<file path="src/rtl/hls_run_pkg.sv">
// hls_run_pkg: types shared by the run sequencer and its result FIFO.
// A result record is {res_hdr_t, cycles}; cycles width is set per instance by CNT_W.
package hls_run_pkg;
    typedef enum logic [2:0] {S_IDLE, S_SELECT, S_LAUNCH, S_WAIT, S_REPORT, S_DONE} state_e;
    typedef enum logic [1:0] {ST_OK = 2'd0, ST_TIMEOUT = 2'd1, ST_ABORTED = 2'd2} status_e;
    typedef struct packed {
        logic [2:0] ch;
        status_e    status;
    } res_hdr_t;
    localparam int HDR_W = $bits(res_hdr_t);
endpackage

</file>
<file path="src/rtl/hls_run_fifo.sv">
// hls_run_fifo: synchronous first-word-fall-through FIFO.
// A push into a full FIFO is accepted when a pop happens in the same cycle.
module hls_run_fifo #(
    parameter int W     = 8,
    parameter int DEPTH = 8
) (
    input  logic         clock,
    input  logic         reset,
    input  logic         push,
    input  logic [W-1:0] din,
    input  logic         pop,
    output logic [W-1:0] dout,
    output logic         full,
    output logic         empty
);
    localparam int AW = $clog2(DEPTH);
    logic [W-1:0] mem [DEPTH];
    logic [AW:0]  wp, rp;
    logic         do_push, do_pop;
    assign empty   = wp == rp;
    assign full    = (wp[AW] != rp[AW]) && (wp[AW-1:0] == rp[AW-1:0]);
    assign do_pop  = pop && !empty;
    assign do_push = push && (!full || do_pop);
    assign dout    = mem[rp[AW-1:0]];
    always_ff @(posedge clock or posedge reset) begin
        if (reset) begin
            wp <= '0;
            rp <= '0;
        end else begin
            if (do_push) wp <= wp + (AW+1)'(1);
            if (do_pop) rp <= rp + (AW+1)'(1);
        end
    end
    always_ff @(posedge clock) begin
        if (do_push) mem[wp[AW-1:0]] <= din;
    end
endmodule

</file>
<file path="src/rtl/hls_run_sequencer.sv">
// hls_run_sequencer: launches timed runs on selected channels and queues {ch, status, cycles} records.
// Optional min/max/sum statistics of OK runs when HLS_RUN_STATS_EN is defined.
module hls_run_sequencer import hls_run_pkg::*; #(
    parameter int NUM_CH      = 4,
    parameter int CNT_W       = 32,
    parameter int TIMEOUT_CYC = 200000000,
    parameter int FIFO_DEPTH  = 8
) (
    input  logic              clock,
    input  logic              reset,
    input  logic              cmd_valid,
    output logic              cmd_ready,
    input  logic [15:0]       cmd_runs,
    input  logic [NUM_CH-1:0] cmd_ch_mask,
    input  logic              abort,
    output logic [NUM_CH-1:0] start_port,
    input  logic [NUM_CH-1:0] done_port,
    output logic [NUM_CH-1:0] dut_reset,
    output logic              res_valid,
    input  logic              res_ready,
    output logic [2:0]        res_ch,
    output logic [1:0]        res_status,
    output logic [CNT_W-1:0]  res_cycles,
    output logic              busy
`ifdef HLS_RUN_STATS_EN
  , output logic [CNT_W-1:0]  stat_min,
    output logic [CNT_W-1:0]  stat_max,
    output logic [CNT_W+15:0] stat_sum
`endif
);
    state_e            state, state_n;
    status_e           rec_st, rec_st_n;
    logic [NUM_CH-1:0] mask, mask_n, ch_vec, rem_mask;
    logic [15:0]       runs, runs_n, run_cnt, run_cnt_n;
    logic [2:0]        ch, ch_n, low_idx;
    logic [CNT_W-1:0]  cnt, cnt_n, cnt_inc;
    logic              abort_pend, abort_pend_n, done_hit, timed_out, push, full, empty;
    res_hdr_t          hdr_in, hdr_out;
    always_comb begin
        low_idx = '0;
        for (int i = NUM_CH - 1; i >= 0; i--) if (mask[i]) low_idx = 3'(i);
    end
    assign ch_vec     = NUM_CH'(1) << ch;
    assign rem_mask   = mask & ~ch_vec;
    assign done_hit   = |(done_port & ch_vec);
    assign cnt_inc    = &cnt ? cnt : cnt + CNT_W'(1);
    assign timed_out  = cnt_inc >= CNT_W'(TIMEOUT_CYC);
    assign cmd_ready  = state == S_IDLE;
    assign busy       = !cmd_ready;
    assign start_port = state == S_LAUNCH ? ch_vec : '0;
    assign dut_reset  = (state == S_WAIT && !done_hit && !abort && timed_out) ? ch_vec : '0;
    assign push       = state == S_REPORT && !full;
    always_comb begin
        state_n      = state;
        mask_n       = mask;
        runs_n       = runs;
        run_cnt_n    = run_cnt;
        ch_n         = ch;
        cnt_n        = cnt;
        rec_st_n     = rec_st;
        abort_pend_n = abort_pend;
        case (state)
            S_IDLE: if (cmd_valid) begin
                mask_n       = cmd_ch_mask;
                runs_n       = cmd_runs == 16'd0 ? 16'd1 : cmd_runs;
                abort_pend_n = 1'b0;
                state_n      = cmd_ch_mask == '0 ? S_DONE : S_SELECT;
            end
            S_SELECT: begin
                ch_n      = low_idx;
                run_cnt_n = runs;
                state_n   = abort ? S_DONE : S_LAUNCH;
            end
            S_LAUNCH: begin
                cnt_n    = CNT_W'(1);
                rec_st_n = ST_OK;
                state_n  = abort ? S_DONE : done_hit ? S_REPORT : S_WAIT;
            end
            // An abort keeps the count of the cycle it arrived in; done wins over abort and timeout.
            S_WAIT: begin
                cnt_n        = (abort && !done_hit) ? cnt : cnt_inc;
                rec_st_n     = done_hit ? ST_OK : abort ? ST_ABORTED : ST_TIMEOUT;
                abort_pend_n = abort;
                if (done_hit || abort || timed_out) state_n = S_REPORT;
            end
            S_REPORT: begin
                abort_pend_n = abort_pend || abort;
                if (!full) begin
                    if (abort_pend || abort) state_n = S_DONE;
                    else if (run_cnt > 16'd1) begin
                        run_cnt_n = run_cnt - 16'd1;
                        state_n   = S_LAUNCH;
                    end else begin
                        mask_n  = rem_mask;
                        state_n = rem_mask == '0 ? S_DONE : S_SELECT;
                    end
                end
            end
            default: state_n = S_IDLE;
        endcase
    end
    always_ff @(posedge clock or posedge reset) begin
        if (reset) begin
            state      <= S_IDLE;
            mask       <= '0;
            runs       <= '0;
            run_cnt    <= '0;
            ch         <= '0;
            cnt        <= '0;
            rec_st     <= ST_OK;
            abort_pend <= 1'b0;
        end else begin
            state      <= state_n;
            mask       <= mask_n;
            runs       <= runs_n;
            run_cnt    <= run_cnt_n;
            ch         <= ch_n;
            cnt        <= cnt_n;
            rec_st     <= rec_st_n;
            abort_pend <= abort_pend_n;
        end
    end
    assign hdr_in.ch     = ch;
    assign hdr_in.status = rec_st;
    hls_run_fifo #(.W(HDR_W + CNT_W), .DEPTH(FIFO_DEPTH)) u_fifo (
        .clock(clock),
        .reset(reset),
        .push (push),
        .din  ({hdr_in, cnt}),
        .pop  (res_ready),
        .dout ({hdr_out, res_cycles}),
        .full (full),
        .empty(empty)
    );
    assign res_valid  = !empty;
    assign res_ch     = hdr_out.ch;
    assign res_status = hdr_out.status;
`ifdef HLS_RUN_STATS_EN
    always_ff @(posedge clock or posedge reset) begin
        if (reset) begin
            stat_min <= '1;
            stat_max <= '0;
            stat_sum <= '0;
        end else if (state == S_IDLE && cmd_valid) begin
            stat_min <= '1;
            stat_max <= '0;
            stat_sum <= '0;
        end else if (push && rec_st == ST_OK) begin
            if (cnt < stat_min) stat_min <= cnt;
            if (cnt > stat_max) stat_max <= cnt;
            stat_sum <= stat_sum + (CNT_W+16)'(cnt);
        end
    end
`endif
endmodule

</file>
<file path="config.mk">
export PLATFORM = sky130hd
export DESIGN_NAME = hls_run_sequencer
export DESIGN_NICKNAME = d
export VERILOG_FILES = /design/src/rtl/hls_run_pkg.sv /design/src/rtl/hls_run_fifo.sv /design/src/rtl/hls_run_sequencer.sv
export SDC_FILE = /design/constraint.sdc
export NUM_CORES = 1
export LEC_CHECK = 0
export ABC_AREA = 0
export BUFFER_PORTS_ARGS = -buffer_cell sky130_fd_sc_hd__buf_2
export CELL_PAD_IN_SITES_DETAIL_PLACEMENT = 0
export CELL_PAD_IN_SITES_GLOBAL_PLACEMENT = 1
export CORE_MARGIN = 4
export CORE_UTILIZATION = 47
export DETAILED_ROUTE_END_ITERATION = 10
export PLACE_DENSITY_LB_ADDON = 0.1
export SLEW_MARGIN = 5
export SYNTH_ARGS = -nofsm -noshare
export SYNTH_HDL_FRONTEND = slang
export SYNTH_SLANG_ARGS = --single-unit
</file>
<file path="constraint.sdc">
create_clock -name clock -period 4.5 [get_ports clock]
set_input_delay 0.675 -clock clock [delete_from_list [all_inputs] [get_ports clock]]
set_output_delay 0.675 -clock clock [all_outputs]
set_load 0.01 [all_outputs]
</file>
=== Word level (Yosys, flattened, before mapping) ===
Memory sizes are Yosys's and may differ from the RTL's.
Index checks and enable logic that the tools add are counted.

* Mux-type cells: 37
* Reductions and logical operators: 33
* Shift-type cells: 1
* Eq/ne operators: 14
* Magnitude comparators: 2
* Add/sub/neg operators: 4
* Bitwise logic cells: 3

{| class="wikitable"
|+ Operators by type and width
! cell !! number
|-
| 2-to-1 mux 16 bit || 4
|-
| 2-to-1 mux 32 bit || 2
|-
| case mux 32 bit (2 select lines) || 1
|-
| 2-to-1 mux 3 bit || 13
|-
| adder 32 x 1 -> 32 bit (second input constant) || 1
|-
| >= comparator 32 x 28 -> 1 bit (second input constant) || 1
|-
| case mux 16 bit (2 select lines) || 1
|-
| AND reduction 32 bit || 1
|-
| 2-to-1 mux 4 bit || 6
|-
| greater-than comparator 16 x 1 -> 1 bit (second input constant) || 1
|-
| zero test 16 bit || 1
|-
| subtractor 16 x 1 -> 16 bit (second input constant) || 1
|-
| case mux 3 bit (5 select lines) || 1
|-
| inequality test 2 bit (second input constant) || 5
|-
| adder 4 x 1 -> 4 bit (second input constant) || 2
|-
| AND 4 bit || 2
|-
| logical AND 1 bit || 8
|-
| zero test 4 bit || 2
|-
| case mux 4 bit (2 select lines) || 1
|-
| == test 3 x 2 -> 1 bit (second input constant) || 2
|-
| 2-to-1 mux 2 bit || 3
|-
| AND reduction 2 bit || 3
|-
| nonzero test 2 bit || 3
|-
| zero test 1 bit || 5
|-
| 18 further kinds || 24
|}

* Word-level logic and storage cells: 105
* RAM bits: 296
* Memories kept: 1
* Bits in registers: 85
* Output and inout bits: 48

{| class="wikitable"
|+ Memories
! memory !! words !! bits a word !! read ports !! clocked after Yosys merged registers in !! write ports !! RTL line !! RTL
|-
| u_fifo.mem || 8 || 37 || 1 || 0 || 1 || hls_run_fifo.sv:17 || <nowiki>logic [W-1:0] mem [DEPTH];</nowiki>
|}

=== Logic depth before layout (Yosys ltp) ===
* Word-level depth: 9
* Mapped depth: 11
* Depth with buffers taken out: 9

=== Modules after synthesis ===
A second synthesis with hierarchy kept.

* Cell total of the unflattened synthesis: 1043
* Area, all modules: 16564.6 µm²

{| class="wikitable"
|+ By module, submodules not included
! module !! area each (µm²) !! cells each !! instances
|-
| hls_run_fifo || 11858.9 || 487 || 1
|-
| hls_run_sequencer || 4705.8 || 556 || 1
|}

=== Worst setup path before layout ===
No wires, ideal clock.

* Path kind: flip-flop to flip-flop
* Start point: register state[0]
* End point: memory u_fifo.mem[0][0] (netlist bit) (enable)
* Cell stages (with the launch flop): 7
* Setup time: 0.474 ns
* Arrival time: 3.755 ns
* Required time: 4.026 ns
* Path slack: 0.271 ns
* Buffers on the path: 2
* Cells stage by stage: dfrtp_1 > clkbuf_1 > nor2_1 > nand2_1 > clkbuf_1 > or3_1 > nor3_1

* Cells in the longest elaborated chain, start to end: 5

{| class="wikitable"
|+ Ends and longest elaborated chain
! element !! RTL line !! RTL
|-
| start, declared || hls_run_sequencer.sv:31 || <nowiki>state_e state, state_n;</nowiki>
|-
| start signal, assigned || hls_run_sequencer.sv:113 || <nowiki>state <= state_n;</nowiki>
|-
| == test 3 bit || hls_run_sequencer.sv:52 || <nowiki>assign push = state == S_REPORT && !full;</nowiki>
|-
| logical AND 1 bit || hls_run_sequencer.sv:52 ||
|-
| logical AND 1 bit || hls_run_fifo.sv:23 || <nowiki>assign do_push = push && (!full || do_pop);</nowiki>
|-
| 2-to-1 mux 1 bit || hls_run_fifo.sv:35 || <nowiki>if (do_push) mem[wp[AW-1:0]] <= din;</nowiki>
|-
| 2-to-1 mux 1 bit (not written as such) || hls_run_fifo.sv:35 ||
|-
| end, declared || hls_run_fifo.sv:17 ||
|}

No other way between the ends.

=== Worst setup path in the final report ===
* Start point: register cnt[15]
* End point: output port dut_reset[0]

* Cells in the longest elaborated chain, start to end: 5
* Elaborated cells between the ends (all ways): 6
* Classes of those cells: 1 x add/sub; 1 x order compare; 2 x mux; 2 x reduce/logical

{| class="wikitable"
|+ Ends and longest elaborated chain
! element !! RTL line !! RTL
|-
| start, declared || hls_run_sequencer.sv:36 || <nowiki>logic [CNT_W-1:0] cnt, cnt_n, cnt_inc;</nowiki>
|-
| start signal, assigned || hls_run_sequencer.sv:118 || <nowiki>cnt <= cnt_n;</nowiki>
|-
| adder 32 x 1 -> 32 bit / AND reduction 32 bit (equally long branches) || hls_run_sequencer.sv:46 || <nowiki>assign cnt_inc = &cnt ? cnt : cnt + CNT_W'(1);</nowiki>
|-
| 2-to-1 mux 32 bit * || hls_run_sequencer.sv:46 ||
|-
| >= comparator 32 x 28 -> 1 bit * || hls_run_sequencer.sv:47 || <nowiki>assign timed_out = cnt_inc >= CNT_W'(TIMEOUT_CYC);</nowiki>
|-
| logical AND 1 bit * || hls_run_sequencer.sv:51 || <nowiki>assign dut_reset = (state == S_WAIT && !done_hit && !abort && timed_out) ? ch_vec : '0;</nowiki>
|-
| 2-to-1 mux 4 bit * || hls_run_sequencer.sv:51 ||
|-
| end, declared || hls_run_sequencer.sv:18 || <nowiki>output logic [NUM_CH-1:0] dut_reset,</nowiki>
|}

Mark *: on every way between the ends. The rest lies on a longest branch, timed or not.

==> results by group <==
Outcome
  • Outcome: finished, final reports clean

Global routing
  • Number of global-route vias before repair: 9,354
  • GRT overflow: 0
  • Overall Global Routing Usage: 19.16%
  • Global-route wire length before repair: 54,630 µm
  • Initial antenna violation count: 1
  • Pin count of the biggest net entering global routing: 76

Timing
  • Setup violators final: 0
  • FMAX: 235.0 MHz
  • Final min period: 4.255 ns
  • Least-Margin Pin Slew: 1.031 ns
  • RSZ-0062 raised after global routing: false
  • Worst relative slew slack: 31.11%
  • Fin Setup TNS: 0 ns
  • Max Clock Skew: 0.01414 ns
  • Hold Fails Final Rpt: 0
  • Period utilisation layout: 94.55%
  • Fin. max-slew vios: 0

Die
  • Die W: 192.2 µm
  • Cell row count: 67
  • Die Y: 192.2 µm
  • Die area: 0.03694 mm²
  • IO Count: 77
  • Core area: 0.03353 mm²
  • Starting Density: 47.56%

Logic synthesis
  • Ys flop type: edfxtp_1
  • EDFF count, synth: 288
  • Adder-cell share of the synthesized area: 0.3923%
  • Distinct cells, synth: 70
  • Mapped Avg Cell Area: 15.51 µm²
  • Post-synthesis cell count: 1,028
  • Yosys top cell area share: 54.23%
  • Main combinational cell family by area after synthesis: multiplexers
  • Simple-gate share of the synthesized area: 8.027%
  • Compound-cell area share of the yosys netlist: 7.007%
  • Synth Area in XOR/XNOR: 1.153%
  • Seq/Total Area, Yosys: 67.41%
  • Syn nets: 1,062
  • Ys async rst share: 22.58%
  • Mux cell area share after synthesis: 14.11%
  • Largest area contributor in the netlist: edfxtp_1
  • Ys Warns: 0
  • Synthesized area: 0.01595 mm²
  • Top cells by area, synth: edfxtp_1, dfrtp_1, mux4_2
  • Post-synthesis register bit count: 372

Placed design
  • Post-DP HPWL: 20,800 µm
  • GPL Wtd Cong: 0.8174
  • # port buffers: 75

Route
  • Drt first pass iters: 5
  • Drt wl/cell: 21.97 µm
  • DR iter-0 viols: 764
  • Post-DR vias/cell: 5.795
  • Routed vias: 9,226
  • DRT Wirelength: 34,970 µm
  • Antenna viol nets, final: 0
  • DRC viols: 0

Power
  • Leak: 0.006111 µW
  • PnR Total Power: 11,430 µW
  • Cell Pwr Density: 626.2 mW/mm²
  • VDD IR max: 507.8 µV

Finish
  • Final core utilization: 54.43%
  • Area growth syn-to-layout: 14.46%
  • Commonest cells after routing, fill and taps aside: edfxtp_1, buf_2, mux4_2
  • FILL cells: 2,762
  • Most common library cell in the layout ignoring fill and taps: edfxtp_1
  • # diodes: 0
  • Fin nets: 1,150
  • Proportion of layout cells with a drive suffix above 1: 28.93%

Setup path
  • Reg2reg setup slack: 1.39 ns
  • R2r startpoint: cnt[15]
  • Critical path, cell by cell: nand4_1, or4_4, or3_4, nand3_1, o41ai_1, a221oi_2, o21ai_2, a2111oi_2, buf_2
  • Worst Path Max Fanout: 14
  • Worst reg2reg path endpoint: state[2]
  • WP data arrival: 3.58 ns
  • Element type at the critical path end: primary output
  • Crit path largest cell delay: 0.61 ns
  • Worst Path Required: 3.83 ns
  • WS Path Type: flip-flop to primary output
  • Critical path launch point type: flip-flop
  • Cells on worst reg2reg path: 8
  • Bufs and invs on worst path: 1
  • Crit path max-delay cell type: or4_4
  • Top delay family on crit path: simple AND/OR/NAND/NOR gates

Hold path
  • Min-delay worst type: input pin to async pin

Clock network
  • CTS root buf: clkbuf_16
  • H-tree depth: 2
  • Number of CTS-inserted buffers: 40
  • Reg clk slew, reported paths: 0.06 ns
  • CTS tree: yes
  • # hold bufs at CTS: 0
  • Worst-Skew Late Latency: 0.52 ns
  • Clk sink count: 372
  • Max Root-Sink Buffers: 3

Run
  • Max Cap Violations: 0
where the power goes:
part | internal (µW) | switching (µW)
logic | 1560 | 1880
clock network | 1850 | 1230
registers | 4410 | 503
worst max-delay path by stage:
stage / from / endpoint / slack (ns) / depth (start not counted)
global placement: cnt[9] / dut_reset[0] / 0.60 / 9
global route: cnt[27] / dut_reset[0] / 0.005 / 10
floorplan: state[0] / u_fifo.mem[0][0] / 0.27 / 6
CTS: cnt[14] / dut_reset[0] / 0.0007 / 9
finish: cnt[15] / dut_reset[0] / 0.25 / 9
detailed placement: cnt[14] / dut_reset[0] / 0.59 / 9
repair_timing:
item,CTS,global route
resized for setup,0,25
endpoints found under the hold margin,0,0
setup endpoints to repair,0,4
setup buffers,0,2
flip-flops by register name, summed over array words and instances (netlist names):
name / flops
cnt: 32
u_fifo.rp: 4
u_fifo.mem: 288
u_fifo.wp: 4
state: 3
ch: 2
abort_pend: 1
mask: 4
rec_st: 2
runs: 16
run_cnt: 16
layout make-up:
| type | instances | area (µm²) | share of cell area (%) |
|---|---|---|---|
| timing repair buffer | 104 | 630.6 | 3.455 |
| clock buffer | 52 | 1077 | 5.902 |
| inverter | 15 | 57.56 | 0.3153 |
| multi-input combinational | 583 | 4985 | 27.31 |
| sequential | 372 | 10780 | 59.06 |
| tap | 448 | 560.5 | 3.071 |
| clock inverter | 18 | 161.4 | 0.8843 |
per-layer routing:
layer	up-vias	track usage, %	share of wire [%]	routed length [µm]
met3	37	2.708	3.9	1366
li1	4248	-	-	-
met1	4761	28.28	47	16280
met2	180	30.99	48	16840
met4	0	3.730	1.4	493
met5	-	0	0	0
stage by stage:
| stage | setup slack (ns) | std cells | area, µm² | hold slack, ns |
|---|---|---|---|---|
| floorplan | 0.2707 | 1028 | 15950 | 0.4582 |
| global placement | 0.5980 | 1520 | 16940 | 0.4770 |
| detailed placement | 0.5860 | 1520 | 16940 | 0.4815 |
| CTS | 0.0006959 | 1590 | 18180 | 0.2014 |
| global route | 0.004915 | 1592 | 18250 | 0.2347 |
| finish | 0.2451 | 1592 | 18250 | 0.1918 |
logic make-up (layout without fill, tap and decap cells):
group / count (synthesis) / in the layout
flops: 372 / 372
simple gates: 255 / 255
compound gates: 174 / 174
mux: 127 / 127
buf+inv: 73 / 189
xor+xnor: 21 / 21
fa+ha+maj: 5 / 5
other cells: 1 / 1
cells in the mapped netlist (10+ instances only):
| cell | instances |
|---|---|
| a21oi_1 | 30 |
| inv_1 | 15 |
| nor4_1 | 12 |
| nor2_1 | 70 |
| nor3_1 | 25 |
| xnor2_1 | 12 |
| mux2_2 | 52 |
| mux4_2 | 73 |
| o21ai_0 | 72 |
| nand2_1 | 60 |
| edfxtp_1 | 288 |
| clkbuf_1 | 39 |
| and3_1 | 10 |
| buf_1 | 10 |
| nand4_1 | 17 |
| dfrtp_1 | 84 |
| nand3_1 | 16 |
No activity file was read; power rests on OpenSTA's default activity.
